$ cat config.mk
export PLATFORM = sky130hd
export DESIGN_NAME = mem_arbiter
export DESIGN_NICKNAME = d
export VERILOG_FILES = /design/src/rtl/mem_arbiter_pkg.sv /design/src/rtl/mem_arb_pick.sv /design/src/rtl/mem_arbiter.sv
export SDC_FILE = /design/constraint.sdc
export NUM_CORES = 1
export LEC_CHECK = 0
export CAP_MARGIN = 10
export CORE_MARGIN = 2
export CORE_UTILIZATION = 30
export CTS_CLUSTER_DIAMETER = 100
export DETAILED_ROUTE_END_ITERATION = 16
export PLACE_DENSITY = 0.68
export SYNTH_ARGS = -nofsm -noshare
export SYNTH_HDL_FRONTEND = slang
export SYNTH_SLANG_ARGS = --single-unit
export TNS_END_PERCENT = 20
$ cat constraint.sdc
create_clock -name clk -period 5.41 [get_ports clk]
set_clock_uncertainty 0.1 [all_clocks]
set_input_delay 0.541 -clock clk [delete_from_list [all_inputs] [get_ports clk]]
set_output_delay 0.541 -clock clk [all_outputs]
set_load 0.01 [all_outputs]
$ cat src/rtl/mem_arbiter_pkg.sv
// Shared definitions for the instruction/data memory-port arbiter:
// controller states, owner encoding and default widths.
package mem_arbiter_pkg;

   typedef enum logic [1:0] {
      IDLE  = 2'd0,
      IBUSY = 2'd1,
      DBUSY = 2'd2
   } arbState_e;

   typedef enum logic {
      OWN_I = 1'b0,
      OWN_D = 1'b1
   } owner_e;

   localparam int DEF_ADDR_W = 32;
   localparam int DEF_DATA_W = 32;

   // Bits needed to hold 0..maxVal; never narrower than one bit.
   function automatic int cntWidth(input int maxVal);
      return (maxVal < 1) ? 1 : $clog2(maxVal + 1);
   endfunction

endpackage

$ cat src/rtl/mem_arb_pick.sv
// Combinational priority picker: data wins unless the fetch side is starved.
module mem_arb_pick (
   input  logic ibus_req_i,
   input  logic dbus_req_i,
   input  logic starve_full_i,
   output logic grant_i_o,
   output logic grant_d_o
);

   assign grant_i_o = ibus_req_i & (starve_full_i | ~dbus_req_i);
   assign grant_d_o = dbus_req_i & ~grant_i_o;

endmodule

$ cat src/rtl/mem_arbiter.sv
// Shares one memory port between instruction fetch and data buses, with
// fetch starvation protection and a watchdog that aborts hung accesses.
module mem_arbiter
   import mem_arbiter_pkg::*;
#(
   parameter int ADDR_W       = DEF_ADDR_W,
   parameter int DATA_W       = DEF_DATA_W,
   parameter int STARVE_LIMIT = 4,
   parameter int TIMEOUT      = 255
) (
   input  logic              clk,
   input  logic              reset,
   input  logic              ibus_req,
   input  logic [ADDR_W-1:0] ibus_addr,
   output logic [DATA_W-1:0] ibus_data,
   output logic              ibus_ready,
   input  logic              dbus_rd,
   input  logic              dbus_wr,
   input  logic [ADDR_W-1:0] dbus_addr,
   input  logic [DATA_W-1:0] dbus_data_wr,
   output logic [DATA_W-1:0] dbus_data_rd,
   output logic              dbus_ready,
   output logic [ADDR_W-1:0] mem_addr,
   output logic [DATA_W-1:0] mem_wdata,
   output logic              mem_rd,
   output logic              mem_wr,
   input  logic [DATA_W-1:0] mem_rdata,
   input  logic              mem_ready,
   output logic              busy,
   output logic              err
);

   localparam int SW = cntWidth(STARVE_LIMIT);
   localparam int TW = cntWidth(TIMEOUT);

   arbState_e         state_q;
   logic [ADDR_W-1:0] memAddr_q;
   logic [DATA_W-1:0] memWdata_q;
   logic              memRd_q;
   logic              memWr_q;
   logic [SW-1:0]     starveCnt_q;
   logic [SW-1:0]     starveCnt_d;
   logic [TW-1:0]     tmoCnt_q;

   logic              dReq;
   logic              starveFull;
   logic              grantI;
   logic              grantD;
   logic              busyNow;
   logic              timeoutHit;
   logic              finish;
   owner_e            owner;
   logic [DATA_W-1:0] readData;

   assign dReq       = dbus_rd | dbus_wr;
   assign starveFull = (starveCnt_q == SW'(STARVE_LIMIT));
   assign busyNow    = (state_q != IDLE);
   assign timeoutHit = (TIMEOUT != 0) && (tmoCnt_q == TW'(TIMEOUT - 1));
   // A same-cycle mem_ready takes precedence over the watchdog.
   assign finish     = busyNow && (mem_ready || timeoutHit);

   mem_arb_pick uPick (
      .ibus_req_i    (ibus_req),
      .dbus_req_i    (dReq),
      .starve_full_i (starveFull),
      .grant_i_o     (grantI),
      .grant_d_o     (grantD)
   );

   always_comb begin
      starveCnt_d = starveCnt_q;
      if (state_q == IDLE) begin
         if (!ibus_req || grantI) begin
            starveCnt_d = '0;
         end else if (grantD && !starveFull) begin
            starveCnt_d = starveCnt_q + SW'(1);
         end
      end
   end

   always_ff @(posedge clk or posedge reset) begin
      if (reset) begin
         state_q     <= IDLE;
         memAddr_q   <= '0;
         memWdata_q  <= '0;
         memRd_q     <= 1'b0;
         memWr_q     <= 1'b0;
         starveCnt_q <= '0;
         tmoCnt_q    <= '0;
      end else begin
         starveCnt_q <= starveCnt_d;
         case (state_q)
            IDLE: begin
               tmoCnt_q <= '0;
               if (grantI) begin
                  state_q   <= IBUSY;
                  memAddr_q <= ibus_addr;
                  memRd_q   <= 1'b1;
                  memWr_q   <= 1'b0;
               end else if (grantD) begin
                  state_q   <= DBUSY;
                  memAddr_q <= dbus_addr;
                  if (dbus_wr) begin
                     memWdata_q <= dbus_data_wr;
                     memRd_q    <= 1'b0;
                     memWr_q    <= 1'b1;
                  end else begin
                     memRd_q <= 1'b1;
                     memWr_q <= 1'b0;
                  end
               end
            end
            IBUSY, DBUSY: begin
               if (finish) begin
                  state_q <= IDLE;
                  memRd_q <= 1'b0;
                  memWr_q <= 1'b0;
               end
               if (tmoCnt_q != '1) begin
                  tmoCnt_q <= tmoCnt_q + TW'(1);
               end
            end
            default: begin
               state_q <= IDLE;
               memRd_q <= 1'b0;
               memWr_q <= 1'b0;
            end
         endcase
      end
   end

   assign owner    = (state_q == DBUSY) ? OWN_D : OWN_I;
   assign readData = (mem_ready && memRd_q) ? mem_rdata : '0;

   assign ibus_ready   = finish && (owner == OWN_I);
   assign dbus_ready   = finish && (owner == OWN_D);
   assign ibus_data    = ibus_ready ? readData : '0;
   assign dbus_data_rd = dbus_ready ? readData : '0;
   assign err          = busyNow && timeoutHit && !mem_ready;
   assign busy         = busyNow;

   assign mem_addr  = memAddr_q;
   assign mem_wdata = memWdata_q;
   assign mem_rd    = memRd_q;
   assign mem_wr    = memWr_q;

endmodule

### Word-level counts from Yosys, hierarchy flattened

Index checks and enable logic that the tools add are counted.

* $add $sub $neg: 2
* equal/unequal tests: 8
* muxes and demuxes: 23
* bitwise logic cells: 7
* reductions and logical operators: 23

Operators by type and width (number)
* 32-bit two-way mux: 5
* 8-bit case mux with 2 select lines: 1
* 8-bit by 1-bit adder with 8-bit output (second input constant): 1
* 8-bit equality test (second input constant): 1
* 1-bit two-way mux: 8
* 8-bit two-way mux: 1
* 8-bit inequality test (second input constant): 1
* 2-bit AND reduction: 4
* 2-bit nonzero test: 4
* 1-bit logical AND: 7
* 2-bit two-way mux: 3
* 3-bit two-way mux: 2
* 2-bit inequality test (second input constant): 2
* 1-bit case mux with 2 select lines: 2
* 2-bit case mux with 2 select lines: 1
* 4-bit AND reduction: 1
* 3-bit by 1-bit adder with 3-bit output (second input constant): 1
* 3-bit equality test (second input constant): 1
* 1-bit logical NOT: 3
* 3-bit inequality test (second input constant): 1
* 1-bit inverter: 3
* 1-bit AND: 2
* 2-bit by 1-bit equality test with 1-bit output (second input constant): 1
* 2-bit equality test (second input constant): 1
* 4 further kinds: 6

* bits in registers: 79
* input port bits: 134
* word-level logic and storage cells: 70

### Logic depth before layout (Yosys ltp)

Gate-level depths: netlist (run 1).

* depth after elaboration: 9
* mapped depth: 8
* depth with buffers taken out: 5

### Modules after synthesis

A second synthesis (run 1) with hierarchy kept.

* cells, all modules: 382
* area total of the unflattened synthesis: 4172.8 um^2

Modules (own cells, without submodules)
* mem_arbiter: instances 1, cells each 379, area each 4154.0 um^2, sequential area each 1976.9 um^2
* mem_arb_pick: instances 1, cells each 3, area each 18.8 um^2, sequential area each 0.0 um^2

### Least setup slack after synthesis (run 1)

OpenSTA, ideal clock, no wires.

* kind: reg-to-output
* start point: register state_q[0]
* end point: output port dbus_data_rd[10]
* data arrival time: 1458 ps
* required time: 4769 ps
* path slack: 3311 ps
* stages on the path, launching flop included: 8
* cell sequence: dfrtp_1 > inv_1 > ha_1 > clkbuf_2 > nand2b_1 > nor2_1 > clkbuf_1 > and2_1

* longest elaborated chain between the ends: 4
* elaborated cells between the ends (all ways): 6
* those cells by class: eq/ne (1); mux (2); reduce/logical (3)

Ends and longest elaborated chain
* start, declared: line mem_arbiter.sv:36 `arbState_e state_q;`
* start signal, assigned: line mem_arbiter.sv:83 `state_q <= IDLE;`
* start signal, assigned: line mem_arbiter.sv:96 `state_q <= IBUSY;`
* start signal, assigned: line mem_arbiter.sv:101 `state_q <= DBUSY;`
* 2-bit equality test / 2-bit nonzero test (equally long branches): line mem_arbiter.sv:132, mem_arbiter.sv:57
* 1-bit two-way mux / 1-bit logical AND (equally long branches): line mem_arbiter.sv:132, mem_arbiter.sv:60
* 1-bit logical AND *: line mem_arbiter.sv:136 `assign dbus_ready = finish && (owner == OWN_D);`
* 32-bit two-way mux *: line mem_arbiter.sv:138 `assign dbus_data_rd = dbus_ready ? readData : '0;`
* end, declared: line mem_arbiter.sv:21 `output logic [DATA_W-1:0] dbus_data_rd,`

Every way passes the cells marked *; elsewhere a longest branch is shown, timed or not.

### Worst setup path after layout (run 1)

* start point: register state_q[0]
* end point: output port ibus_data[24]

* longest elaborated chain between the ends: 5
* elaborated cells between the ends (all ways): 7
* those cells by class: eq/ne (1); mux (2); bitwise (1); reduce/logical (3)

Ends and longest elaborated chain
* 2-bit equality test: line mem_arbiter.sv:132 `assign owner = (state_q == DBUSY) ? OWN_D : OWN_I;`
* 1-bit two-way mux: line mem_arbiter.sv:132
* 1-bit inverter: line mem_arbiter.sv:135 `assign ibus_ready = finish && (owner == OWN_I);`
* 1-bit logical AND *: line mem_arbiter.sv:135
* 32-bit two-way mux *: line mem_arbiter.sv:137 `assign ibus_data = ibus_ready ? readData : '0;`
* end, declared: line mem_arbiter.sv:15 `output logic [DATA_W-1:0] ibus_data,`

Marked as above.

==> metrics list, run 1 <==
- Outcome: finished clean
- The die covers 14,800 sq um.
- The number of buffers and inverters on the critical path is 2.
- Buffers placed on the I/O ports in this run total 267.
- Height of the die: around 120 microns
* Max H-tree Level: 3
- Most common library cell in the layout ignoring fill and taps: sky130_fd_sc_hd__clkdlybuf4s50_1
* TritonCTS clock tree: yes
- The synthesized design contains 0 enable-type register cells.
- The largest single stage delay on the critical path is just under 0.8 ns.
- Kind of start point of the critical path: flop
- Dpl cell area: about 6900 sq um
- The repair_antennas step left the layout with diodes totalling 0.
* Critical setup path kind: flop to primary output
- Hold is met by between 0.3 and 0.4 ns.
* Number of fillers in the final layout: about 1,200
- Most frequent cells in the layout: 267 x sky130_fd_sc_hd__clkdlybuf4s50_1, 79 x sky130_fd_sc_hd__dfrtp_1, 64 x sky130_fd_sc_hd__and2_1
- Clock transition at the registers of the reported paths: roughly 0.060 ns
- The worst-case IR drop observed on VDD is 0.159 mV.
- Compared with the post-synthesis result, the final layout area differs by 74.0%.
- Number of cells upsized or downsized after cts: 0
* Total number of nets in the final design: 814
- Number of placement rows: 42
- Once the floorplan was initialized, standard cells occupied 31.0% of the core.
- In the synthesized netlist the async set-or-reset flop fraction comes to 100%.
- Maximum clock frequency: 293 MHz
* Synth Register Bits: between 70 and 80
- The final number of hold-violating endpoints came to 0.
- Setup repair after global routing missed its margin: false
- Shortest clock period the worst path allows after layout: 3.41 ns
* Routed len/inst: 17.0 microns
- Count of boundary I/O pins: ~270
- Number of optimization iterations in the first detailed-route pass: 4
* Final setup violation count: 0
* DRC violation total after the first TritonRoute iteration: approximately 280
- Summing all multi-input logic gate instances after layout gives 1970 sq um.
- Worst rel slew slack: ~22%
* Average size of a mapped cell: 9.76 sq um
* Unique masters post-synth: 46
* Clock Tree Root: sky130_fd_sc_hd__clkbuf_16
- Hold repair after CTS inserted 0 buffers.
- The core region is 13,400 sq um.
- The clock net in this run drives a total of 79 sinks.
- Final sum of negative setup slack: 0 ns
- After clock tree synthesis, the setup repair step added 0 buffers.
- At the worst endpoint, the arrival time is 2.77 ns.
- Drt drc: 0
- Fin crit share: between 60% and 70%
* GRT Total Usage: approximately a fifth
* Maximum count of clock buffers along a single path: 2
- Most frequently used flop master after synthesis: sky130_fd_sc_hd__dfrtp_1
* Maximum number of pins on one net before global-route repair: 80
- Vias in the first global route: approximately 4,300
- Static leakage: 0.00282 uW
- Traced cell by cell, the critical path runs through inv_1 > ha_1 > nor3_4 > and2_1 > clkdlybuf4s50_1.
- Reported max-cap violation count: 0
- Number of antenna violations at the first check in global routing: 0
- At the end of routability-driven placement, the weighted congestion stood at 0.817.
* Insertion delay of the later-clocked pin in the worst-skew pair: 0.33 ns
- Min-delay worst type: flop to flop
* Transition time of the tightest slew-check pin: around 1.2 ns
* Clock buffer count from CTS: 9
- Warnings from Yosys: 0
- Die outline width: approximately 120 microns
- The slowest stage of the critical path belongs to the cell sky130_fd_sc_hd__nor3_4.
- Required time reported for the critical path endpoint: approximately 4.8 ns
* Overall overflow remaining after global route: 0
* Global-route wire length before repair: 22,200 microns
- Across all layers, the routed design uses ~4,200 vias.
- After routing the design area is a little over 7000 sq um.
- The final count of pins violating max slew is 0.
* Largest delay share family, worst path: simple AND/OR/NAND/NOR gates
- Counting every instance in the synthesized netlist gives around 430.
* Pwr dens: between 400 and 500 nW/um^2
- Critical Path Sink Type: primary output
- Of all nets on the critical path, the largest fanout is 32.
- Vias per Instance: 4.93
* Post-Syn Area: ~4100 sq um
- The detail route stage leaves a number of antenna-violating nets equal to 0.
- Dpl hpwl: around 11,000 microns
* Nets in the synthesized netlist: roughly 570
- Footprint of the flip-flops and latches: between 1500 and 2000 sq um
* Fraction of layout instances using a drive strength above 1: roughly 9%
- Share of synthesized area occupied by flip-flops and latches: between 40% and 50%
* Total wire length: between 10,000 and 15,000 microns
registers in the layout, summed over array words and instances (netlist names):
name,count
mem_rd,1
mem_addr,32
mem_wdata,32
state_q,2
mem_wr,1
starveCnt_q,3
tmoCnt_q,8
routing by layer:
metal	track usage, %	vias to the layer above	routed length (microns)
met3	5.52	22	1330
met1	21.5	1990	5660
met2	34.8	199	7240
li1	-	2008	-
met4	7.18	0	295
met5	0	-	0
where the power goes:
group          internal, uW  switching (uW)  leakage, uW
combinational           916             790      0.00175
sequential              875             160     0.000933
clock                   358             247     0.000142
total                  2150            1200      0.00282
Yosys cell counts, types with 2 or more instances:
master	number	area share (%)
sky130_fd_sc_hd__a31oi_1	33	5.0
sky130_fd_sc_hd__nor2_1	37	3.3
sky130_fd_sc_hd__o21ai_0	33	4.0
sky130_fd_sc_hd__nand2b_1	2	0.30
sky130_fd_sc_hd__clkbuf_2	2	0.24
sky130_fd_sc_hd__ha_1	6	1.8
sky130_fd_sc_hd__nand2_1	5	0.45
sky130_fd_sc_hd__mux2i_1	3	0.72
sky130_fd_sc_hd__mux2_1	2	0.54
sky130_fd_sc_hd__nor3_1	4	0.48
sky130_fd_sc_hd__buf_4	9	1.6
sky130_fd_sc_hd__buf_2	9	1.1
sky130_fd_sc_hd__clkbuf_1	15	1.4
sky130_fd_sc_hd__o211ai_1	2	0.36
sky130_fd_sc_hd__a21oi_1	4	0.48
sky130_fd_sc_hd__nand3_1	45	5.4
sky130_fd_sc_hd__o311ai_0	2	0.42
sky130_fd_sc_hd__dfrtp_1	79	48
sky130_fd_sc_hd__and2_1	64	9.7
sky130_fd_sc_hd__inv_1	10	0.90
sky130_fd_sc_hd__a211oi_1	3	0.54
sky130_fd_sc_hd__mux2_2	30	8.1
sky130_fd_sc_hd__o2111ai_1	3	0.63
cell families (layout without fill, tap and decap cells):
logic type                 Yosys count  in the layout  synth area share (%)
AOI/OAI and AO/OA                   93             93                  14.3
xor gates and xnor gates             2              2                 0.422
adders and majority gates            6              6                  1.81
buffers and inverters               45            299                  5.22
DFF                                 79             79                  47.6
muxes                               35             35                  9.41
and+or+nand+nor                    165            165                  21.2
cell type report:
| class | instances | share of cell area (%) |
|---|---|---|
| Inverter | 10 | 0.537 |
| Clock inverter | 7 | 1.01 |
| Timing Repair Buffer | 273 | 37.6 |
| Tap cell | 176 | 3.05 |
| Sequential cell | 79 | 27.4 |
| Multi-Input combinational cell | 301 | 27.3 |
| Clock buffer | 9 | 3.12 |
path summary, 6_finish.rpt:
path	from	end	slack, ns	cells after the start
min in group asynchronous	reset	mem_addr[31]	0.77	3
max reg2reg	state_q[0]	mem_addr[0]	2.76	4
max	state_q[0]	ibus_data[24]	2.00	5
min	mem_wdata[19]	mem_wdata[19]	0.40	1
max in group asynchronous	reset	starveCnt_q[0]	3.82	3
min reg2reg	mem_wdata[19]	mem_wdata[19]	0.40	1
per-stage QoR:
step	setup WS [ns]	cells	total power, uW	util, %
3_5_place_dp	1.82	839	2760	51.6
3_3_place_gp	1.99	839	2710	51.6
4_1_cts	1.63	855	3380	53.8
2_1_floorplan	2.75	425	1920	-
6_report	2.00	855	3350	53.9
5_1_grt	1.78	855	3570	53.9
Note: power is estimated with default switching activity, not from simulation.
==> run 2: changes to the inputs <==
clock period = 3.3 ns   (was 5.41 ns; I/O delays follow)
==> metrics list, run 2 (synthesized netlist as in run 1, its figures left out) <==
* Outcome: finished clean
- Residual antenna-violating net count after detailed routing: 0
* Global-route wire length before repair: 22,400 microns
- Static leakage: 0.00286 uW
* Total wire length: around 15,000 microns
* Most used routing layer: met2
- Worst Hold Slack: ~0.37 ns
* Critical setup path kind: flop to primary output
* Number of placement rows: 42
* Total count of hold-check failures in the final report: 0
- TritonCTS built the clock tree.
* Height of the die: 122 microns
- On the critical path the largest part of the delay comes from buffers and inverters.
- Detailed routing inserted a total of 4,248 vias.
* Clock buffer count from CTS: 9
- In this run the worst path has a maximum fanout of 32.
- In this run the worst hold path is classified as input port to async pin.
* Count of boundary I/O pins: 268
- The most critical setup path has its startpoint at state_q[0].
- The tool flagged a number of max-cap violations equal to 0.
- Count of final max-slew check failures: 0
- Startpoint of the worst-slack reg-to-reg timing path: state_q[0]
* Area enclosed by the die boundary: ~15,000 sq um
- The critical path contains buffers and inverters numbering 3 combined.
- Maximum count of clock buffers along a single path: 2
* Initial core utilization: a little under a third
- Area inside the core boundary: between 10,000 and 15,000 sq um
- Number of optimization iterations in the first detailed-route pass: 4
- Transition time of the tightest slew-check pin: between 0.9 and 1 ns
- In the global route stage, met1 resource usage came out at between 20% and 30%.
* Number of cells on the worst reg-to-reg path: 6
* Maximum clock frequency: approximately 340 MHz
- In this run, the number of DRC markers left after iteration 0 of detailed routing was 227.
* Grt met2 use: between 30% and 40%
* Insertion delay of the later-clocked pin in the worst-skew pair: approximately 0.33 ns
- Fraction of layout instances using a drive strength above 1: 9.50%
* Port-buffer cells: about 270
- Subtracting the final worst setup slack from the clock period gives just under 3 ns.
- The number of antenna violations at the first check in global routing came to 0.
- Data arrival time of the critical path: around 2.5 ns
- Before CTS, the worst setup slack after placement is roughly 0.70 ns.
- After the last flow step, the layout net total stands at approximately 820.
* Number of hold buffers added after cts: 0
* Clock Tree Root: sky130_fd_sc_hd__clkbuf_16
* Most frequent cells in the layout: 267 x sky130_fd_sc_hd__clkdlybuf4s50_1, 79 x sky130_fd_sc_hd__dfrtp_1, 64 x sky130_fd_sc_hd__and2_1
- Slack of the worst reg-to-reg path: 1.10 ns
- Fin crit share: approximately 90%
* Vias in the first global route: between 4,000 and 5,000
- Final setup violation count: 0
- Die outline width: about 120 microns
- Setup repair after global routing missed its margin: false
* Slowest CP cell: sky130_fd_sc_hd__clkdlybuf4s50_1
- The endpoint identified for the worst register-to-register timing path is mem_addr[15].
- Number of fillers in the final layout: ~1,200
- Leaving out fill and tap cells, the most frequent cell in the layout is sky130_fd_sc_hd__clkdlybuf4s50_1.
- After detailed routing, the number of vias per cell comes to about 4.9.
- STA classifies the critical path endpoint as a primary output.
- Overall overflow remaining after global route: 0
* Kind of start point of the critical path: flop
- Crit path largest cell delay: around 0.54 ns
- Required time reported for the critical path endpoint: 2.87 ns
- Entering global routing, the biggest net connects 55 pins.
* Worst rel slew slack: a little over a third
- For this design, the sink count on the clock tree is roughly 80.
* Drt drc: 0
- Clock-pin slew was measured on the worst setup and hold paths at around 0.060 ns.
- The number of antenna diodes in the final layout is 0.
- At the end of routability-driven placement, the weighted congestion stood at approximately 0.81.
- Cells along the critical path: inv_1 > ha_1 > nand2b_1 > nor2_1 > buf_4 > and2_1 > clkdlybuf4s50_1
* Dpl hpwl: about 11,000 microns
* Worst setup slack after layout: 0.334 ns
* Max H-tree Level: 3
* Area Overhead vs Synth: 75.6%
* Global Route met3 Usage: about 5.2%
- Post-CTS timing repair inserted 0 buffers for setup.
* Number of cells upsized or downsized after cts: 0
- Worst IR drop on VDD: ~0.26 mV
- GRT Total Usage: between 10% and 20%
- Dividing the detail-routed wire length by the instance count gives around 17 microns.
- Final sum of negative setup slack: 0 ns
- For this design the ratio of total power to cell area is approximately 760 nW/um^2.
run 2: final cells by class:
class / count / area (sq um) / area share [%]
repair buffers: 278 / 2770 / 38.0
flip-flops and latches: 79 / 1980 / 27.1
multi-input cells: 301 / 1960 / 26.9
clock buffers: 12 / 267 / 3.66
well taps: 176 / 220 / 3.02
clock inverters: 4 / 52.6 / 0.721
inverters: 10 / 38.8 / 0.532
run 2: worst register-to-register path: cells and delay by family, from the launching register on:
kind	cells	cell delay (ns)
AO/OA/AOI/OAI	2	0.60
AND/OR/NAND/NOR	1	0.10
adder cells (fa/ha/maj)	1	0.55
flip-flops	1	0.40
buffers and inverters	2	0.35
run 2: report_power, final:
part | switching [uW] | internal, uW
clock network | 390 | 647
registers | 261 | 1430
logic | 1300 | 1530
total | 1950 | 3620
run 2: through the flow:
stage / utilization, % / power (uW) / cells / area (sq um)
after floorplan: - / 3150 / 425 / 4150
after global placement: 52.0 / 4490 / 844 / 6970
after detailed placement: 52.0 / 4580 / 844 / 6970
after CTS: 54.4 / 5650 / 860 / 7280
after global routing: 54.4 / 5950 / 860 / 7280
final: 54.4 / 5570 / 860 / 7280
run 2: per-layer routing:
| metal | up-vias | part of all wire [%] |
|---|---|---|
| met5 | - | 0 |
| li1 | 2017 | - |
| met3 | 23 | 8.6 |
| met2 | 207 | 50 |
| met1 | 2001 | 39 |
| met4 | 0 | 2.1 |
run 2: worst max path at each step:
stage	end	slack, ns	cells after the start
6_report	dbus_data_rd[15]	0.33	7
5_1_grt	dbus_data_rd[15]	0.15	7
4_1_cts	dbus_data_rd[20]	0.31	7
3_3_place_gp	dbus_data_rd[4]	0.78	7
2_1_floorplan	mem_addr[0]	0.85	1
3_5_place_dp	dbus_data_rd[20]	0.70	7
